`src/rtl/fifo_uart_tx.sv`:
```
// Drains a synchronous FIFO one word at a time and serializes each word as
// start bit, DATA_WIDTH data bits LSB first, stop bit on a registered line.
module fifo_uart_tx #(
  parameter int DATA_WIDTH   = 16,
  parameter int CLKS_PER_BIT = 4
) (
  input  logic                  clk,
  input  logic                  rst_n,
  input  logic                  enable,
  input  logic                  fifo_empty,
  input  logic [DATA_WIDTH-1:0] fifo_data,
  output logic                  fifo_rd_en,
  output logic                  tx,
  output logic                  busy,
  output logic                  frame_done
);

  localparam int CNT_W = (CLKS_PER_BIT > 1) ? $clog2(CLKS_PER_BIT) : 1;
  localparam int BIT_W = $clog2(DATA_WIDTH + 1);

  localparam logic [CNT_W-1:0] CNT_LAST = CNT_W'(CLKS_PER_BIT - 1);
  localparam logic [BIT_W-1:0] BIT_LAST = BIT_W'(DATA_WIDTH - 1);
  localparam logic [CNT_W-1:0] CNT_ONE  = CNT_W'(1);
  localparam logic [BIT_W-1:0] BIT_ONE  = BIT_W'(1);

  typedef enum logic [2:0] {
    IDLE,
    REQ,
    CAP,
    START,
    DATA,
    STOP
  } state_t;

  state_t                  state_q, state_d;
  logic [CNT_W-1:0]        clk_cnt_q, clk_cnt_d;
  logic [BIT_W-1:0]        bit_cnt_q, bit_cnt_d;
  logic [DATA_WIDTH-1:0]   shift_q, shift_d;
  logic                    tx_q, tx_d;
  logic                    clk_wrap;

  assign clk_wrap = (clk_cnt_q == CNT_LAST);

  // Next-state: the word is captured in CAP, one cycle after the REQ pulse,
  // because the FIFO presents data_out the cycle after rd_en.
  always_comb begin
    state_d   = state_q;
    clk_cnt_d = clk_cnt_q;
    bit_cnt_d = bit_cnt_q;
    shift_d   = shift_q;
    tx_d      = 1'b1;

    case (state_q)
      IDLE: begin
        if (enable && !fifo_empty) begin
          state_d = REQ;
        end
      end
      REQ: begin
        state_d = CAP;
      end
      CAP: begin
        shift_d   = fifo_data;
        clk_cnt_d = '0;
        bit_cnt_d = '0;
        state_d   = START;
      end
      START: begin
        if (clk_wrap) begin
          clk_cnt_d = '0;
          state_d   = DATA;
        end else begin
          clk_cnt_d = clk_cnt_q + CNT_ONE;
        end
      end
      DATA: begin
        if (clk_wrap) begin
          clk_cnt_d = '0;
          shift_d   = shift_q >> 1;
          bit_cnt_d = bit_cnt_q + BIT_ONE;
          if (bit_cnt_q == BIT_LAST) begin
            state_d = STOP;
          end
        end else begin
          clk_cnt_d = clk_cnt_q + CNT_ONE;
        end
      end
      STOP: begin
        if (clk_wrap) begin
          clk_cnt_d = '0;
          state_d   = IDLE;
        end else begin
          clk_cnt_d = clk_cnt_q + CNT_ONE;
        end
      end
      default: begin
        state_d = IDLE;
      end
    endcase

    // The line level is decided from the upcoming state so that the
    // registered tx changes on the same edge as the state does.
    if (state_d == START) begin
      tx_d = 1'b0;
    end else if (state_d == DATA) begin
      tx_d = shift_d[0];
    end
  end

  always_ff @(posedge clk) begin
    if (!rst_n) begin
      state_q   <= IDLE;
      clk_cnt_q <= '0;
      bit_cnt_q <= '0;
      shift_q   <= '0;
      tx_q      <= 1'b1;
    end else begin
      state_q   <= state_d;
      clk_cnt_q <= clk_cnt_d;
      bit_cnt_q <= bit_cnt_d;
      shift_q   <= shift_d;
      tx_q      <= tx_d;
    end
  end

  assign fifo_rd_en = (state_q == REQ);
  assign busy       = (state_q != IDLE);
  assign frame_done = (state_q == STOP) && clk_wrap;
  assign tx         = tx_q;

endmodule

```
`config.mk`:
```
export PLATFORM = sky130hd
export DESIGN_NAME = fifo_uart_tx
export DESIGN_NICKNAME = d
export VERILOG_FILES = /design/src/rtl/fifo_uart_tx.sv
export SDC_FILE = /design/constraint.sdc
export NUM_CORES = 1
export LEC_CHECK = 0
export CORE_MARGIN = 10
export CORE_UTILIZATION = 45
export CTS_BUF_LIST = sky130_fd_sc_hd__clkbuf_8
export DETAILED_ROUTE_END_ITERATION = 12
export PLACE_DENSITY_LB_ADDON = 0.05
export SLEW_MARGIN = 10
export SYNTH_ARGS = -nofsm -noshare
export SYNTH_HDL_FRONTEND = slang
export SYNTH_SLANG_ARGS = --single-unit
```
`constraint.sdc`:
```
create_clock -name clk -period 1.95 [get_ports clk]
set_input_delay 0.2925 -clock clk [delete_from_list [all_inputs] [get_ports clk]]
set_output_delay 0.2925 -clock clk [all_outputs]
set_load 0.02 [all_outputs]
```
==> results.toml, run 1 <==
[run_status]
outcome = "completed"

[critical_path]
cp-startpoint = "state_q[2]"
crit_fanout = 10
worst_setup_path_end_kind = "output port"
crit_arrival_ps = 1530
worst_path_dominant_cell_family = "buffers and inverters"
cpPeakStageDelay_ps = 640
startpoint_type = "flip-flop"
ff2ff_path_depth = 7
required_ps = 1660
crit_slowest_cell = "clkdlybuf4s50_1"
regToRegEndpoint = "tx"
path_buf_inv = 1
path_cells = "nor3b_1 > clkdlybuf4s50_1"
reg2reg_from = "bit_cnt_q[0]"
critPathKind = "flip-flop to output port"
rrSetupSlack_ps = 310

[cells_and_area]
utilization_pct = 57.1
antenna_cells = 0
area_growth_pct = 24.2
drive_gt1_share_pct = 11.2
finalInstanceArea_sq_um = 1550
nets = 185

[power_and_ir_drop]
ir_worst_vdd_v = 0.000653
power_density_nw_per_um2 = 681
p_leak_nw = 0.583

[place]
placed_area_sq_um = 1500
port_buffers = 23
dpl.hpwl_um = 2060
gp_congestion = 0.732

[die]
start_util_pct = 45.9
design.core.area_sq_um = 2710
die_h_um = 72.6
fp-row-count = 19
die_area_sq_um = 5270
die_x_um = 72.6
ioPinCount = 24

[sta]
setup_violations = 0
period_share_pct = 93.7
report.final.slew_viol_count = 0
skew_ps = 7.23
fin_tns_setup_ps = 0
min_period_ps = 1830
fmax_mhz = 548
tightest_slew_ps = 341
rsz0062_at_grt = "no"
maxSlewHeadroom_pct = 77.3
hold_viol_final = 0

[grt]
antenna_found_initial = 0
grt_max_degree = 17
grt_first_pass_wirelength_um = 4440
grt_usage_pct = 10.3
grt_pass1_vias = 1024
grt-ovfl-total = 0

[min_path]
holdPathEnd = "shift_q[4]"
hold_start = "shift_q[4]"
hold_path_class = "flip-flop to flip-flop"
hold_path_depth = 2

[clock_tree]
cts_max_level = 1
path_clk_slew_ps = 90
cts_buffers = 3
cts_root_buf = "clkbuf_8"
cts_num_sinks = 27
clk_path_buf_depth = 2
clk_latency_ps = 270
post_cts_buffers = 0
cts_tree = "yes"

[routing]
wire_per_inst_um = 13.8
drtAntennaViolNets = 0
routed_wl_um = 2650
drc = 0
routed_via_density = 5.44
first_iter_violations = 38
drt-pass1-iter-count = 4
vias = 1044

[synthesis]
ys.warnings.count = 0
syn_nets = 159
netlist_area_sq_um = 1240
yosys_register_bits = 27
ys_seq_area_share_pct = 43.4
syn_inst = 136
synth_cell_types = 34
synth.avg_cell_area_sq_um = 9.15

[job]
drv_cap = 0
==> per-stage QoR <==
| step | hold slack (ps) | setup slack, ps | power, mW | instances |
|---|---|---|---|---|
| 2_1_floorplan | 414 | 459 | 0.687 | 136 |
| 3_3_place_gp | 442 | 241 | 0.753 | 188 |
| 3_5_place_dp | 448 | 179 | 0.758 | 188 |
| 4_1_cts | 462 | 43.3 | 1.07 | 192 |
| 5_1_grt | 489 | 58.4 | 1.10 | 192 |
| 6_report | 461 | 124 | 1.05 | 192 |
==> flip-flops by register name, summed over array words and instances, names as in the netlist <==
signal,flops
shift_q,16
bit_cnt_q,5
state_q,3
clk_cnt_q,2
tx,1
==> per-layer routing <==
| layer | up-vias | GRT usage, % | share of wire (%) |
|---|---|---|---|
| li1 | 532 | - | - |
| met1 | 493 | 10.9 | 44 |
| met2 | 17 | 19.0 | 52 |
| met3 | 2 | 3.13 | 3.7 |
| met4 | 0 | 2.53 | 0.60 |
| met5 | - | 0 | 0 |
==> logic make-up (layout without fill, tap and decap cells) <==
| family | Yosys count | count (layout) | synth area share [%] |
|---|---|---|---|
| simple gates | 45 | 45 | 19.0 |
| xor+xnor | 2 | 2 | 1.41 |
| mux | 2 | 2 | 1.61 |
| compound gates | 45 | 45 | 24.7 |
| fa+ha+maj | 3 | 3 | 3.02 |
| flops | 27 | 27 | 43.4 |
| buf+inv | 12 | 37 | 6.83 |
==> Yosys cell counts (all sizes together) <==
cell type	number	area (sq um)
a2111oi	1	15.0
a21boi	1	7.51
a21o	1	7.51
a21oi	17	85.1
a22o	1	8.76
a22oi	18	145
a31oi	1	6.26
and2	1	6.26
and3	1	6.26
and3b	1	8.76
and4b	1	10.0
and4bb	1	12.5
buf	8	70.1
clkbuf	2	7.51
dfxtp	27	541
ha	3	37.5
inv	2	7.51
mux2i	2	20.0
nand2	17	63.8
nand2b	1	6.26
nand4	1	6.26
nor2	13	51.3
nor2b	4	25.0
nor3b	3	33.8
o21ai	2	10.0
o21bai	3	22.5
or3	1	6.26
xor2	2	17.5
==> layout by cell type (no fill, tap or decap), types with 2 or more instances in the layout <==
master | synthesis | routed
a21oi_1 | 17 | 17
xor2_1 | 2 | 2
inv_1 | 2 | 2
mux2i_1 | 2 | 2
dfxtp_1 | 27 | 27
clkbuf_8 | 0 | 3
ha_1 | 3 | 2
clkdlybuf4s50_1 | 0 | 21
nand2_1 | 17 | 17
nor2_1 | 12 | 12
nor2b_1 | 4 | 4
a22oi_2 | 2 | 2
nor3b_1 | 2 | 2
o21bai_1 | 3 | 3
buf_4 | 2 | 8
a22oi_1 | 16 | 16
==> worst reg2reg max path: stages, from the launching register on <==
cell and delay [ps]:
dfxtp_1 340, ha_1 210, and3_1 180, ha_1 180, and3b_1 180, o21ai_0 230, a21oi_1 120, o21ai_1 140
==> worst max-delay path by stage <==
| stage | endpoint | slack, ps | cells past startpoint |
|---|---|---|---|
| global placement | frame_done | 240 | 3 |
| floorplan | tx | 460 | 7 |
| detailed placement | frame_done | 180 | 3 |
| finish | fifo_rd_en | 120 | 2 |
| CTS | busy | 40 | 2 |
| global route | fifo_rd_en | 60 | 2 |
==> power breakdown <==
group / leakage [nW] / switching, mW / internal (mW) / total, mW
Clock: 0.0255 / 0.167 / 0.143 / 0.310
Combinational: 0.339 / 0.0692 / 0.0866 / 0.156
Sequential: 0.219 / 0.0146 / 0.572 / 0.587
==> repair_timing <==
action                                  CTS  global route
endpoints found under the setup margin    1             1
gates resized for setup                   2             1
hold buffers                              0             0
cloned                                    0             0
==> cell type report <==
cell class / count / area [sq um]
Clock buffer: 3 / 41.3
Clock inverter: 1 / 5.00
Fill cell: 276 / 1160
Inverter: 2 / 7.51
Multi-Input combinational cell: 97 / 622
Sequential cell: 27 / 541
Tap cell: 31 / 38.8
Timing Repair Buffer: 31 / 292
Note: power is estimated with default switching activity, not from simulation.
==> run 2, diff against run 1 <==
--- a/config.mk
+++ b/config.mk
@@ -5,7 +5,7 @@
 export SDC_FILE = /design/constraint.sdc
 export NUM_CORES = 1
 export LEC_CHECK = 0
-export CORE_MARGIN = 10
+export CORE_MARGIN = 2
 export CORE_UTILIZATION = 45
 export CTS_BUF_LIST = sky130_fd_sc_hd__clkbuf_8
 export DETAILED_ROUTE_END_ITERATION = 12
==> results.toml, run 2 (synthesis results as in run 1) <==
[run_status]
outcome = "completed"

[grt]
grt_usage_pct = 16.0
antenna_found_initial = 0
grt_pass1_vias = 985
grt-ovfl-total = 0
grt_max_degree = 21
grt_first_pass_wirelength_um = 3990

[sta]
fmax_mhz = 572
period_share_pct = 89.6
min_period_ps = 1750
maxSlewHeadroom_pct = 74.1
fin_tns_setup_ps = 0
tightest_slew_ps = 388
report.final.slew_viol_count = 0
skew_ps = 3.32
setup_violations = 0
rsz0062_at_grt = "no"
hold_viol_final = 0

[critical_path]
ff2ff_path_depth = 7
crit_arrival_ps = 1910
regToRegEndpoint = "tx"
critPathKind = "flip-flop to flip-flop"
startpoint_type = "flip-flop"
rrSetupSlack_ps = 200
reg2reg_from = "bit_cnt_q[0]"
worst_setup_path_end_kind = "flip-flop"
crit_fanout = 3
required_ps = 2110

[clock_tree]
cts_max_level = 1
cts_buffers = 3
cts_hold_repair.buffers = 0
cts_root_buf = "clkbuf_8"
clk_latency_ps = 270
clk_path_buf_depth = 2
cts_tree = "yes"
path_clk_slew_ps = 90
cts_num_sinks = 27

[routing]
routed_wl_um = 2360
first_iter_violations = 21
routed_via_density = 5.43
drc = 0
drtAntennaViolNets = 0
drt-pass1-iter-count = 6
wire_per_inst_um = 12.5
vias = 1026

[cells_and_area]
regMostFlops = "shift_q"
antenna_cells = 0
drive_gt1_share_pct = 9.49
mostFrequentLayoutCell = "dfxtp_1"
nets = 182
top_regs = "shift_q x16, bit_cnt_q x5, state_q x3"
area_growth_pct = 22.6
mostFrequentLayoutCells = "26 x dfxtp_1, 20 x clkdlybuf4s50_1, 17 x a21oi_1, 17 x nand2_1, 16 x a22oi_1"
largest_register_ffs = 16
utilization_pct = 56.8

[die]
die_area_sq_um = 3200
ioPinCount = 24
fp-row-count = 19
design.core.area_sq_um = 2690
start_util_pct = 46.3
die_x_um = 56.6
die_h_um = 56.6

[place]
port_buffers = 23
gp_congestion = 0.793
dpl.hpwl_um = 1680

[power_and_ir_drop]
ir_worst_vdd_v = 0.000633
p_leak_nw = 0.587
power_density_nw_per_um2 = 681
finalPower_mw = 1.04

[job]
drv_cap = 0

[min_path]
hold_path_depth = 2
holdPathEnd = "shift_q[3]"
hold_path_class = "flip-flop to flip-flop"
hold_start = "shift_q[3]"
[run 2: cell count changes in the layout (fill, tap and decap cells not counted)]
cell / previous run / this run
buf_4: 8 / 5
clkdlybuf4s50_1: 21 / 20
clkinv_2: 1 / 0
dfxtp_1: 27 / 26
dfxtp_2: 0 / 1
dlymetal6s2s_1: 1 / 2
inv_1: 2 / 3
[run 2: power breakdown]
group	leakage (nW)	switching, mW	internal, mW
clock	0.0269	0.161	0.141
combinational	0.340	0.0639	0.0831
sequential	0.219	0.0178	0.573
total	0.587	0.243	0.797
[run 2: per-stage QoR]
step	area, sq um	instances	worst slack, ps	hold slack, ps
2_1_floorplan	1240	136	459	414
3_3_place_gp	1470	185	253	442
3_5_place_dp	1470	185	212	447
4_1_cts	1520	189	46.6	459
5_1_grt	1530	189	42.6	476
6_report	1530	189	203	457
[run 2: routing by layer]
metal | vias up | GRT usage [%] | part of all wire (%)
met3 | 7 | 2.30 | 4.6
met4 | 0 | 10.9 | 2.8
met5 | - | 0 | 0
li1 | 526 | - | -
met2 | 26 | 27.7 | 48
met1 | 467 | 17.8 | 44
[run 2: worst max path at each step]
stage                            start         end  slack, ps  cells past startpoint
after floorplan           bit_cnt_q[0]          tx        460                      7
after global placement    clk_cnt_q[0]  frame_done        250                      3
after detailed placement  clk_cnt_q[0]  frame_done        210                      3
after CTS                   state_q[1]        busy         50                      2
after global routing      bit_cnt_q[0]          tx         40                      7
final                     bit_cnt_q[0]          tx        200                      7
[run 2: critical path, stage by stage (launching register included)]
cell	delay, ps
dfxtp_1	340
ha_1	220
and3_1	180
ha_1	170
and3b_1	180
o21ai_0	330
a21o_1	180
o21ai_1	50
[run 2: repair_timing]
action / CTS / global route
gates resized for setup: 3 / 2
buffers inserted: 0 / 0
endpoints found under the setup margin: 2 / 2
[run 2: layout make-up]
| class | instances | area [sq um] |
|---|---|---|
| clock buffers | 3 | 41.3 |
| clock inverters | 1 | 3.75 |
| fillers | 250 | 1160 |
| inverters | 2 | 7.51 |
| multi-input cells | 97 | 622 |
| flip-flops and latches | 27 | 542 |
| well taps | 31 | 38.8 |
| repair buffers | 28 | 272 |
==> run 3, diff against run 2 <==
==> constraint.sdc (replaced) <==
create_clock -name clk -period 2.17 [get_ports clk]
set_input_delay 0.3255 -clock clk [delete_from_list [all_inputs] [get_ports clk]]
set_output_delay 0.3255 -clock clk [all_outputs]
set_load 0.02 [all_outputs]
==> results.toml, run 3 (synthesis results as in run 1) <==
[routing]
vias = 1028
wire_per_inst_um = 12.1
routed_via_density = 5.47
drc = 0
drt-pass1-iter-count = 4
routed_wl_um = 2270
drtAntennaViolNets = 0
first_iter_violations = 27

[power_and_ir_drop]
switching_share_pct = 23.4
p_switching_mw = 0.218
p_leak_nw = 0.549
p_int_mw = 0.715
finalPower_mw = 0.933
p_comb_share_pct = 13.9
clkPwrFrac_pct = 29.2
pwr-share-seq_pct = 56.9
power_density_nw_per_um2 = 617
ir_worst_vdd_v = 0.000492

[die]
fp-row-count = 19
start_util_pct = 46.3
die_area_sq_um = 3200
design.core.area_sq_um = 2690
die_h_um = 56.6
die_x_um = 56.6
ioPinCount = 24

[cells_and_area]
utilization_pct = 56.3
regMostFlops = "shift_q"
fill_cells = 265
top_regs = "shift_q x16, bit_cnt_q x5, state_q x3"
largest_register_ffs = 16
stdcell_count = 188
antenna_cells = 0
mostFrequentLayoutCells = "27 x dfxtp_1, 23 x clkdlybuf4s50_1, 17 x a21oi_1, 17 x nand2_1, 16 x a22oi_1"
finalInstanceArea_sq_um = 1510
drive_gt1_share_pct = 7.64
nets = 181
area_growth_pct = 21.4
mostFrequentLayoutCell = "dfxtp_1"

[place]
dpl.hpwl_um = 1600
placed_area_sq_um = 1470
port_buffers = 23
post-place-ws_ps = 393
dpl.cell_count = 184
gp_congestion = 0.760

[clock_tree]
clk_latency_ps = 270
clk_path_buf_depth = 2
post_cts_buffers = 0
cts_resized = 0
cts_tree = "yes"
cts_hold_repair.buffers = 0
path_clk_slew_ps = 90
cts_buffers = 3
cts_max_level = 1
cts_root_buf = "clkbuf_8"
cts_num_sinks = 27

[grt]
grt_max_degree = 21
grt_first_pass_wirelength_um = 3890
grt_pass1_vias = 902
grt-ovfl-total = 0
grt_usage_pct = 15.5
antenna_found_initial = 0

[critical_path]
path_cells = "ha_1 > and4b_1 > clkdlybuf4s50_1"
crit_slowest_cell = "clkdlybuf4s50_1"
worst_setup_path_end_kind = "output port"
cpPeakStageDelay_ps = 600
required_ps = 1840
critPathKind = "flip-flop to output port"
crit_arrival_ps = 1750
startpoint_type = "flip-flop"
crit_fanout = 8

[sta]
setup_violations = 0
period_share_pct = 95.5
maxSlewHeadroom_pct = 70.0
rsz0062_at_grt = "no"
report.final.slew_viol_count = 0
holdWs_ps = 458
tightest_slew_ps = 449
min_period_ps = 2070
setup_ws_ps = 98.5
hold_viol_final = 0
fin_tns_setup_ps = 0
fmax_mhz = 483
skew_ps = 3.83

[min_path]
hold_path_class = "flip-flop to flip-flop"

[run_status]
outcome = "completed"

[job]
drv_cap = 0
-- run 3: changes by cell type in the layout (fill, tap and decap cells not counted), sizes merged --
cell | before | now
clkdlybuf4s50 | 20 | 23
dlymetal6s2s | 2 | 0
buf | 5 | 4
dlygate4sd2 | 1 | 0
-- run 3: routing by layer --
metal | GRT usage, % | up-vias | wire length [um]
met5 | 0 | - | 0
li1 | - | 527 | -
met3 | 3.92 | 5 | 117
met1 | 17.7 | 475 | 1020
met2 | 26.4 | 21 | 1080
met4 | 8.16 | 0 | 48
-- run 3: path summary, 6_finish.rpt --
check        slack [ps]  cells after the start          from          to
max reg2reg         420                      6  clk_cnt_q[0]  shift_q[7]
min                 460                      2    shift_q[3]  shift_q[3]
max                 100                      3  clk_cnt_q[0]  frame_done
min reg2reg         460                      2    shift_q[3]  shift_q[3]
-- run 3: layout make-up --
| type | instances | area, sq um | area share (%) |
|---|---|---|---|
| Timing Repair Buffer | 27 | 260 | 17.2 |
| Clock buffer | 3 | 41.3 | 2.73 |
| Clock inverter | 1 | 3.75 | 0.248 |
| Sequential cell | 27 | 541 | 35.8 |
| Tap cell | 31 | 38.8 | 2.57 |
| Multi-Input combinational cell | 97 | 619 | 41.0 |
| Inverter | 2 | 7.51 | 0.497 |
-- run 3: power by group through the flow --
stage / Clock (mW) / Combinational [mW] / Sequential, mW
floorplan: 0 / 0.0817 / 0.536
global placement: 0 / 0.130 / 0.541
detailed placement: 0 / 0.131 / 0.541
CTS: 0.290 / 0.131 / 0.530
global route: 0.312 / 0.143 / 0.533
finish: 0.273 / 0.130 / 0.530
-- run 3: critical path: cells and delay by family (launching register included) --
family | cells | cell delay [ps]
flip-flops | 1 | 370
adder cells (fa/ha/maj) | 1 | 290
buffers and inverters | 1 | 600
AND/OR/NAND/NOR | 1 | 220
